## src/rtl/fft_pkg.sv

```systemverilog
// fft_pkg: shared FFT pipeline constants, stage state type and twiddle stride helper
package fft_pkg;
  localparam int N_FFT = 256;
  typedef enum logic [1:0] {IDLE, RUN, DRAIN} state_t;
  function automatic int tw_stride(int n, int delay);
    return n / (2 * delay);
  endfunction
endpackage

```

## src/rtl/sdf_stage_ctrl_if.sv

```systemverilog
// sdf_stage_ctrl_if: handshake and control bundle between an SDF stage and its controller
interface sdf_stage_ctrl_if #(parameter int TW_W = 7);
  logic in_valid, in_ready, flush, shift_en, bf_sel, tw_en, out_valid, busy;
  logic [TW_W-1:0] tw_addr;
  modport master (output in_valid, flush, input in_ready, shift_en, bf_sel, tw_en, tw_addr, out_valid, busy);
  modport slave (input in_valid, flush, output in_ready, shift_en, bf_sel, tw_en, tw_addr, out_valid, busy);
endinterface

```

## src/rtl/sdf_stage_ctrl.sv

```systemverilog
// sdf_stage_ctrl: sequencing controller for one radix-2 single-path delay-feedback FFT stage
module sdf_stage_ctrl
  import fft_pkg::*;
#(
  parameter int DELAY = 128,
  parameter int N = N_FFT,
  parameter int CNT_W = $clog2(2 * DELAY),
  parameter int TW_W = $clog2(N / 2)
) (
  input logic clk,
  input logic rst_n,
  sdf_stage_ctrl_if.slave bus
);
  localparam int STRIDE = tw_stride(N, DELAY);
  state_t state_q, state_d;
  logic [CNT_W-1:0] cnt_q, cnt_d;
  logic blk_done_q, blk_done_d, flush_pend_q, flush_pend_d;
  logic shift_en_q, shift_en_d, bf_sel_q, bf_sel_d, out_valid_q, out_valid_d, tw_en_q, tw_en_d;
  logic [TW_W-1:0] tw_addr_q, tw_addr_d;
  logic fp, bnd, in_ready, adv, wrap, dexit;
  always_comb begin
    fp = flush_pend_q | (bus.flush & (state_q != DRAIN));
    bnd = (state_q == RUN) & (cnt_q == '0);
    in_ready = (state_q != DRAIN) & !(bnd & fp);
    adv = (bus.in_valid & in_ready) | (state_q == DRAIN);
    wrap = adv & (cnt_q == CNT_W'(2 * DELAY - 1));
    dexit = (state_q == DRAIN) & (cnt_q == CNT_W'(DELAY - 1));
    cnt_d = dexit ? '0 : adv ? cnt_q + CNT_W'(1) : cnt_q;
    state_d = (state_q == IDLE) ? (adv ? RUN : IDLE) :
              (state_q == RUN) ? ((bnd & fp & blk_done_q) ? DRAIN : RUN) :
              (dexit ? IDLE : DRAIN);
    blk_done_d = !dexit & (blk_done_q | ((state_q == RUN) & wrap));
    flush_pend_d = fp & (((state_q == RUN) & !bnd) | ((state_q == IDLE) & adv));
    shift_en_d = adv;
    bf_sel_d = cnt_q[CNT_W-1];
    out_valid_d = adv & (cnt_q[CNT_W-1] | blk_done_q);
    tw_en_d = adv & !cnt_q[CNT_W-1] & blk_done_q;
    tw_addr_d = tw_en_d ? TW_W'(32'(cnt_q[CNT_W-2:0]) * 32'(STRIDE)) : '0;
  end
  always_ff @(posedge clk or negedge rst_n) begin
    if (!rst_n) begin
      state_q <= IDLE;
      cnt_q <= '0;
      blk_done_q <= 1'b0;
      flush_pend_q <= 1'b0;
      shift_en_q <= 1'b0;
      bf_sel_q <= 1'b0;
      out_valid_q <= 1'b0;
      tw_en_q <= 1'b0;
      tw_addr_q <= '0;
    end else begin
      state_q <= state_d;
      cnt_q <= cnt_d;
      blk_done_q <= blk_done_d;
      flush_pend_q <= flush_pend_d;
      shift_en_q <= shift_en_d;
      bf_sel_q <= bf_sel_d;
      out_valid_q <= out_valid_d;
      tw_en_q <= tw_en_d;
      tw_addr_q <= tw_addr_d;
    end
  end
  assign bus.in_ready = in_ready;
  assign bus.busy = state_q != IDLE;
  assign bus.shift_en = shift_en_q;
  assign bus.bf_sel = bf_sel_q;
  assign bus.out_valid = out_valid_q;
  assign bus.tw_en = tw_en_q;
  assign bus.tw_addr = tw_addr_q;
endmodule

```

## src/flat_wrapper.sv

```systemverilog
// flat-port wrapper written by rule: the top's interface ports become plain ports
module sdf_stage_ctrl_flat import fft_pkg::*;
#(
  parameter int DELAY = 128,
  parameter int N = N_FFT,
  parameter int CNT_W = $clog2(2 * DELAY),
  parameter int TW_W = $clog2(N / 2)
)
  (clk, rst_n, bus_in_valid, bus_flush, bus_in_ready, bus_shift_en, bus_bf_sel, bus_tw_en, bus_tw_addr, bus_out_valid, bus_busy);
  sdf_stage_ctrl_if #(.TW_W(TW_W)) bus_i ();
  input logic clk;
  input logic rst_n;
  input wire logic [$bits(bus_i.in_valid)-1:0] bus_in_valid;
  input wire logic [$bits(bus_i.flush)-1:0] bus_flush;
  output wire logic [$bits(bus_i.in_ready)-1:0] bus_in_ready;
  output wire logic [$bits(bus_i.shift_en)-1:0] bus_shift_en;
  output wire logic [$bits(bus_i.bf_sel)-1:0] bus_bf_sel;
  output wire logic [$bits(bus_i.tw_en)-1:0] bus_tw_en;
  output wire logic [$bits(bus_i.tw_addr)-1:0] bus_tw_addr;
  output wire logic [$bits(bus_i.out_valid)-1:0] bus_out_valid;
  output wire logic [$bits(bus_i.busy)-1:0] bus_busy;
  assign bus_i.in_valid = bus_in_valid;
  assign bus_i.flush = bus_flush;
  assign bus_in_ready = bus_i.in_ready;
  assign bus_shift_en = bus_i.shift_en;
  assign bus_bf_sel = bus_i.bf_sel;
  assign bus_tw_en = bus_i.tw_en;
  assign bus_tw_addr = bus_i.tw_addr;
  assign bus_out_valid = bus_i.out_valid;
  assign bus_busy = bus_i.busy;
  sdf_stage_ctrl #(.DELAY(DELAY), .N(N), .CNT_W(CNT_W), .TW_W(TW_W)) u_core (.clk(clk), .rst_n(rst_n), .bus(bus_i));
endmodule
```

## config.mk

```make
export PLATFORM = sky130hd
export DESIGN_NAME = sdf_stage_ctrl_flat
export DESIGN_NICKNAME = d
export VERILOG_FILES = /design/src/rtl/fft_pkg.sv /design/src/rtl/sdf_stage_ctrl_if.sv /design/src/rtl/sdf_stage_ctrl.sv /design/src/flat_wrapper.sv
export SDC_FILE = /design/constraint.sdc
export NUM_CORES = 1
export LEC_CHECK = 0
export ABC_AREA = 1
export CAP_MARGIN = 30
export CORE_MARGIN = 2
export CORE_UTILIZATION = 46
export CTS_BUF_LIST = sky130_fd_sc_hd__clkbuf_16
export DETAILED_ROUTE_END_ITERATION = 10
export HOLD_SLACK_MARGIN = 0.06
export PLACE_DENSITY = 0.73
export SETUP_SLACK_MARGIN = 0.5
export SYNTH_ARGS = -nofsm -noshare
export SYNTH_HDL_FRONTEND = slang
export SYNTH_SLANG_ARGS = --single-unit
```

## constraint.sdc

```tcl
create_clock -name clk -period 1.36 [get_ports clk]
set_input_delay 0.34 -clock clk [delete_from_list [all_inputs] [get_ports clk]]
set_output_delay 0.34 -clock clk [all_outputs]
set_load 0.005 [all_outputs]
```

# == After elaboration in Yosys (flattened, before gate mapping) ==
# Cells that the tools add are included.
# classes
n_addsub,1
eq_ne,5
mux,8
n_bitwise,21
n_reduce_logical,8
# op_table
op,count
$and 1x1->1,16
$mux 8,2
$add 8x1->8 const B,1
$eq 8x7->1 const B,1
$eq 8x8->1 const B,1
$logic_not 8->1,1
$mux 2,4
$mux 7,1
$or 1x1->1,5
$logic_not 1->1,4
$reduce_bool 2->1,2
$eq 2x1->1 const B,1
$eq 2x2->1 const B,1
$logic_not 2->1,1
$ne 2x2->1 const B,1
$mux 1,1
# totals
reg_bits,23
input_bits,4
output_inout_bits,13
elab_cells,52

# == Longest topological paths before layout ==
# Gate-level depths: netlist of the first run.
# logic_depth
ltp_word,12
depth_mapped,10
mapped_depth_nobuf,10

# == Worst setup path before layout of the first run ==
# Ideal clock, no wire load.
# synth_path
kind,flip-flop to flip-flop
startpoint,reg u_core.cnt_q[0]
endpoint,reg u_core.cnt_q[5]
arrival_ps,1324
t_required_ps,1241
slack_ps,-83
path_stages_with_launch,11
n_path_buf,1
period_less_slack_ps,1443
path_cell_list,dfrtp_1 > inv_1 > ha_1 > nand2_1 > nor2_2 > nand3_2 > nand2_2 > nand2_4 > buf_6 > nand3_2 > o21ai_2
# synth_via
elab_chain_len,8
word_cells_on_any_way,13
classes_between,add/sub: 1; eq/ne: 1; mux: 2; bitwise: 6; reduce/logical: 3
# synth_rtl
element,line,text
from (decl),sdf_stage_ctrl.sv:16,"logic [CNT_W-1:0] cnt_q, cnt_d;"
from (signal assigned),sdf_stage_ctrl.sv:53,cnt_q <= cnt_d;
$logic_not 8->1,sdf_stage_ctrl.sv:23,bnd = (state_q == RUN) & (cnt_q == '0);
$and 1x1->1,sdf_stage_ctrl.sv:23,
$and 1x1->1,sdf_stage_ctrl.sv:24,in_ready = (state_q != DRAIN) & !(bnd & fp);
$logic_not 1->1,sdf_stage_ctrl.sv:24,
$and 1x1->1,sdf_stage_ctrl.sv:24,
$and 1x1->1,sdf_stage_ctrl.sv:25,adv = (bus.in_valid & in_ready) | (state_q == DRAIN);
$or 1x1->1,sdf_stage_ctrl.sv:25,
net u_core.adv,sdf_stage_ctrl.sv:20,"logic fp, bnd, in_ready, adv, wrap, dexit;"
$reduce_bool 2->1 (no source line),n/a,
# The timed path passes the listed nets, and every way through them passes these cells. The select of a mux whose other input is x is not followed.
# A chain may end at the register's enable or synchronous reset.

# == Final worst setup path of the first run ==
# layout_path
startpoint,reg u_core.cnt_q[4]
endpoint,out bus_in_ready
# layout_via
elab_chain_len,5
# layout_rtl
element,line,text
$logic_not 8->1,sdf_stage_ctrl.sv:23,
$and 1x1->1,sdf_stage_ctrl.sv:23,
$and 1x1->1,sdf_stage_ctrl.sv:24,
$logic_not 1->1,sdf_stage_ctrl.sv:24,
$and 1x1->1,sdf_stage_ctrl.sv:24,
to (decl),flat_wrapper.sv:15,output wire logic [$bits(bus_i.in_ready)-1:0] bus_in_ready;
# Every way passes these cells.

==> flow_metrics.tcl, run 1 <==
set metrics [dict create \
    yosysMostFrequentCell "dfrtp_1" \
    vias 993 \
    cts_root_buffer "clkbuf_16" \
    final.setup.tns_ns -3.30 \
    grt_usage 0.220 \
    fmaxAchievable_mhz 597 \
    power_frac_seq 0.283 \
    grt_pass1_wl_mm 4.20 \
    clock_power_share 0.158 \
    wl_per_cell_um 15.3 \
    synthDistinctLibCells 19 \
    drtAntennaViolNets 0 \
    maxSlewViolCount 0 \
    critical_path_required_ns 1.02 \
    core_area_um2 2190 \
    port_buffers 16 \
    drc 0 \
    drive_gt1_frac 0.506 \
    drt_wl_total_mm 2.94 \
    setup_ws_ns -0.314 \
    yosys.area_share.simple 0.242 \
    finalNonFillerCells 192 \
    grt_max_degree 24 \
    netlist_instances 113 \
    synth_top_family_by_area "simple AND/OR/NAND/NOR gates" \
    die_height_um 52 \
    hpwl_mm 1.56 \
    startpoint_type "flop" \
    finalHoldViolations 0 \
    synth_compound_area_frac 0.0756 \
    power_switching_mw 1.57 \
    dieArea_um2 2700 \
    tritoncts "done" \
    fin_crit_sh 1.23 \
    clockBufferDepth 2 \
    synth_area_per_cell_um2 9.38 \
    ios 17 \
    wl_met2_mm 1.54 \
    syn_nets 119 \
    antenna_found_initial 0 \
    synth-adder-area-share 0.0236 \
    path_class "reg -> out" \
    synth.ff_latch_count 23 \
    yosys-top-cells-area "dfrtp_1, inv_1, nor2_1, nand2_1, o21ai_2" \
    switching_share 0.400 \
    min_period_ns 1.67 \
    viasPerCell 5.17 \
    p_comb_frac 0.558 \
    final_nets 171 \
    numCtsBuffers 3 \
    cp-end-kind "output port" \
    dr.pass1.iters 4 \
    cp.arrival_ns 1.33 \
    synth_top_area_cell "dfrtp_1" \
    m1WireLength_mm 1.18 \
    status "finished with violations" \
    hp-class "in -> async" \
    clock_skew_ns 0.00314 \
    timing.slew.headroom 0.693 \
    critPathMaxFanout 2 \
    ys_seq_area_frac 0.543 \
    wl_met3_um 119 \
    intPower_mw 2.36 \
    place_congestion 0.850 \
    synth_edf_count 0 \
    dp.cells 176 \
    num_antenna_cells 0 \
    die_w_um 52 \
    setup_viol 20 \
    grt_pass1_vias 935 \
    tightestPinTransition_ns 0.457 \
    rsz0062_at_grt "yes" \
    power_density_nw_per_um2 2380 \
    synth_common_cells "dfrtp_1, inv_1, nor2_1" \
    synthToLayoutAreaGrowth_pct 55.7 \
    synthesis.area_um2 1060 \
    violations "negative setup slack" \
    initial_core_util 0.484 \
    routed.top_layer "met4" \
    clk_pin_slew_ns 0.06 \
    synthArstFlopShare 1.00 \
    ir_worst_vdd_mv 1.39 \
    cts_sinks 23 \
    h-tree-depth 1 \
    max-cap-violations 0 \
    overflow 0 \
    synthMuxAreaShare 0 \
    rows 17 \
    synthFlopType "dfrtp_1" \
    yosysWarnings 0 \
    synth_top_area_share 0.543 \
    synth_xor_area_frac 0.0413 \
    worstSkewPairLatency_ns 0.26 \
    leakage_nw 0.803 \
    drt_iter0_markers 15 \
]
-- per-layer routing --
layer | global-route usage | up-vias
li1 | - | 463
met1 | 0.247 | 486
met2 | 0.373 | 33
met3 | 0.0374 | 11
met4 | 0.154 | 0
met5 | 0 | -
-- logic make-up after synthesis --
family,after synthesis
buffers and inverters,19
adder cells (fa/ha/maj),2
flip-flops,23
AND/OR/NAND/NOR,53
AO/OA/AOI/OAI,11
XOR/XNOR,5
-- metrics by stage --
stage	cell area (um2)	setup slack, ns	util	total power, mW	hold slack [ns]
2_1_floorplan	1080	-0.0211	-	2.05	0.0444
3_3_place_gp	1410	-0.516	0.643	2.82	0.494
3_5_place_dp	1410	-0.563	0.643	2.88	0.507
4_1_cts	1520	-0.301	0.693	3.57	0.448
5_1_grt	1650	-0.358	0.753	4.17	0.477
6_report	1650	-0.314	0.753	3.92	0.435
-- worst max-delay path, stage by stage (launching register included) --
cell and delay (ns):
dfrtp_1 0.38, nor2_1 0.14, nand2_1 0.12, nor2_4 0.14, nand3_2 0.08, nand2_1 0.07
inv_1 0.03, buf_2 0.11
-- worst paths after layout --
path / from / end / slack [ns] / cells past startpoint
setup / recovery: u_core.cnt_q[4] / bus_in_ready / -0.31 / 7
hold / removal: rst_n / u_core.cnt_q[2] / 0.44 / 2
setup reg to reg: u_core.cnt_q[1] / u_core.blk_done_q / -0.20 / 7
hold reg to reg: u_core.cnt_q[7] / u_core.bus.bf_sel / 0.55 / 1
max in group asynchronous: rst_n / u_core.bus.bf_sel / 0.70 / 2
min in group clk: u_core.cnt_q[7] / u_core.bus.bf_sel / 0.55 / 1
-- repair_timing --
| action | CTS | global route |
|---|---|---|
| resized for setup | 63 | 19 |
| pin swaps | 8 | 9 |
| setup buffers | 5 | 6 |
| hold buffers | 0 | 0 |
| endpoints found under the setup margin | 35 | 35 |
| cloned | 0 | 1 |
-- power by group through the flow --
stage	registers, mW	clock network, mW	logic [mW]
floorplan	1.16	0	0.888
global placement	1.10	0	1.72
detailed placement	1.11	0	1.77
CTS	1.11	0.627	1.83
global route	1.14	0.660	2.38
finish	1.11	0.622	2.19
-- flip-flops by register name (all words and copies together) (netlist names) --
| name | cells |
|---|---|
| u_core.bus.tw_addr | 7 |
| u_core.flush_pend_q | 1 |
| u_core.blk_done_q | 1 |
| u_core.bus.bf_sel | 1 |
| u_core.bus.shift_en | 1 |
| u_core.bus.tw_en | 1 |
| u_core.bus.out_valid | 1 |
| u_core.cnt_q | 8 |
| u_core.state_q | 2 |
-- layout make-up --
class	count	area [um2]
Clock inverter	1	3.75
Fill cell	144	541
Timing Repair Buffer	47	339
Multi-Input combinational cell	72	552
Clock buffer	3	75.1
Inverter	18	70.1
Tap cell	28	35.0
Sequential cell	23	576
-- placed cells by master, fill, tap and decap left out --
cell type and count:
nand3_4 3, a21oi_1 2, nand2_1 10, buf_6 3, ha_4 2, nor2_4 2, o21ai_2 6, xor2_1 5
nor4_4 1, nor2_2 2, dfrtp_1 23, nand4_1 1, nor4_1 1, buf_4 28, nor3_1 1, nand2_8 1
nand2_2 7, nand3_1 4, clkbuf_2 1, buf_2 12, inv_2 3, inv_1 15, clkdlybuf4s50_1 3, inv_4 1
a21boi_1 1, nor2_1 14, o21ai_0 1, nand2_4 3, clkbuf_16 3, a21oi_2 1, nand3_2 4
No activity file was read; power rests on OpenSTA's default activity.
==> run 2: changes to the inputs <==
CTS_CLUSTER_SIZE = 16   (was unset)
SKIP_CTS_REPAIR_TIMING = 1   (was unset)
SLEW_MARGIN = 25   (was unset)
==> flow_metrics.tcl, run 2 (synthesized netlist as in run 1, its figures left out) <==
set metrics [dict create \
    status "finished with violations" \
    violations "negative setup slack" \
    clock_skew_ns 0.00446 \
    core_area_um2 2190 \
    synthToLayoutAreaGrowth_pct 45.2 \
    h-tree-depth 1 \
    rsz0062_at_grt "yes" \
    tritoncts "done" \
    place_congestion 0.850 \
    setup_viol 21 \
    drt_wl_total_mm 2.73 \
    fmaxAchievable_mhz 592 \
    final_nets 164 \
    numCtsBuffers 3 \
    met1_usage 0.242 \
    grt_pass1_wl_mm 3.88 \
    dr.pass1.iters 4 \
    critical_path_required_ns 1.02 \
    grtUsageMet3 0.0431 \
    hp-class "in -> async" \
    critPathMaxFanout 2 \
    ir_worst_vdd_mv 1.28 \
    cts_root_buffer "clkbuf_16" \
    final_cell_area_um2 1540 \
    die_w_um 52 \
    clk_pin_slew_ns 0.06 \
    power_mw 3.69 \
    grt_max_degree 24 \
    setup_ws_ns -0.329 \
    hpwl_mm 1.56 \
    regMostFlops "u_core.cnt_q" \
    clockBufferDepth 2 \
    num_antenna_cells 0 \
    antenna_found_initial 0 \
    path_class "reg -> out" \
    dieArea_um2 2700 \
    timing.slew.headroom 0.804 \
    max-cap-violations 0 \
    startpoint_type "flop" \
    largest_reg_flops 8 \
    dpl_cell_area_um2 1410 \
    tightestPinTransition_ns 0.293 \
    drtAntennaViolNets 0 \
    worstSkewPairLatency_ns 0.26 \
    drt_iter0_markers 24 \
    layout_common_cells "buf_4, dfrtp_1, inv_1" \
    grt_busiest_layer "met2" \
    fin_crit_sh 1.24 \
    power_density_nw_per_um2 2390 \
    layout_commonest_cell "buf_4" \
    ios 17 \
    wl_per_cell_um 14.8 \
    drc 0 \
    cp.arrival_ns 1.35 \
    initial_core_util 0.484 \
    min_period_ns 1.69 \
    vias 958 \
    overflow 0 \
    rows 17 \
    reg2reg_slack_ns -0.22 \
    grt_usage 0.201 \
    die_height_um 52 \
    use_met2 0.333 \
    leakage_nw 0.761 \
    drive_gt1_frac 0.452 \
    cp-end-kind "output port" \
    grt_pass1_vias 856 \
    cts_sinks 23 \
    nFillCells 158 \
    viasPerCell 5.18 \
    finalHoldViolations 0 \
    maxSlewViolCount 0 \
    port_buffers 16 \
]
[run 2: cell count changes in the layout (fill, tap and decap cells not counted), sizes merged]
cell    before  now
nand2       21   20
buf         43   28
clkbuf       4   13
[run 2: layout make-up]
class / count / area, um2 / area share
multi-input cells: 71 / 495 / 0.322
inverters: 18 / 67.6 / 0.0439
flip-flops and latches: 23 / 576 / 0.374
clock buffers: 3 / 75.1 / 0.0488
clock inverters: 1 / 3.75 / 0.00244
repair buffers: 41 / 287 / 0.186
well taps: 28 / 35.0 / 0.0228
[run 2: path summary, 6_finish.rpt]
check                                start               endpoint  cells after the start
min reg2reg                u_core.cnt_q[7]      u_core.bus.bf_sel                      1
max reg2reg                u_core.cnt_q[0]  u_core.bus.tw_addr[4]                     10
min                                  rst_n        u_core.cnt_q[2]                      2
max in group asynchronous            rst_n  u_core.bus.tw_addr[2]                      2
max                        u_core.cnt_q[0]           bus_in_ready                      8
min in group clk           u_core.cnt_q[7]      u_core.bus.bf_sel                      1
[run 2: through the flow]
stage	setup slack (ns)	hold slack [ns]	setup TNS (ns)	util	instances
after global routing	-0.361	0.482	-4.98	0.702	185
after CTS	-0.635	0.448	-5.39	0.679	180
after detailed placement	-0.563	0.507	-8.25	0.643	176
final	-0.329	0.437	-4.00	0.702	185
after floorplan	-0.0211	0.0444	-0.0505	-	113
after global placement	-0.516	0.494	-7.03	0.643	176
[run 2: worst max-delay path, stage by stage, from the launching register on]
cell and delay (ns):
dfrtp_1 0.39, inv_2 0.10, ha_4 0.15, nand2_4 0.06
nor2_4 0.12, nand3_2 0.08, nand2_1 0.07, inv_1 0.03
clkbuf_2 0.10
[run 2: report_power, final]
part           switching [mW]  internal [mW]  leakage, nW
Sequential              0.141          0.977        0.270
Clock                   0.226          0.392       0.0423
Combinational            1.08          0.870        0.449
[run 2: layer usage]
metal / wire (um) / share of wire / vias up
met1: 1030 / 0.38 / 469
met2: 1530 / 0.56 / 37
li1: - / - / 445
met5: 0 / 0 / -
met3: 127 / 0.046 / 7
met4: 55 / 0.020 / 0
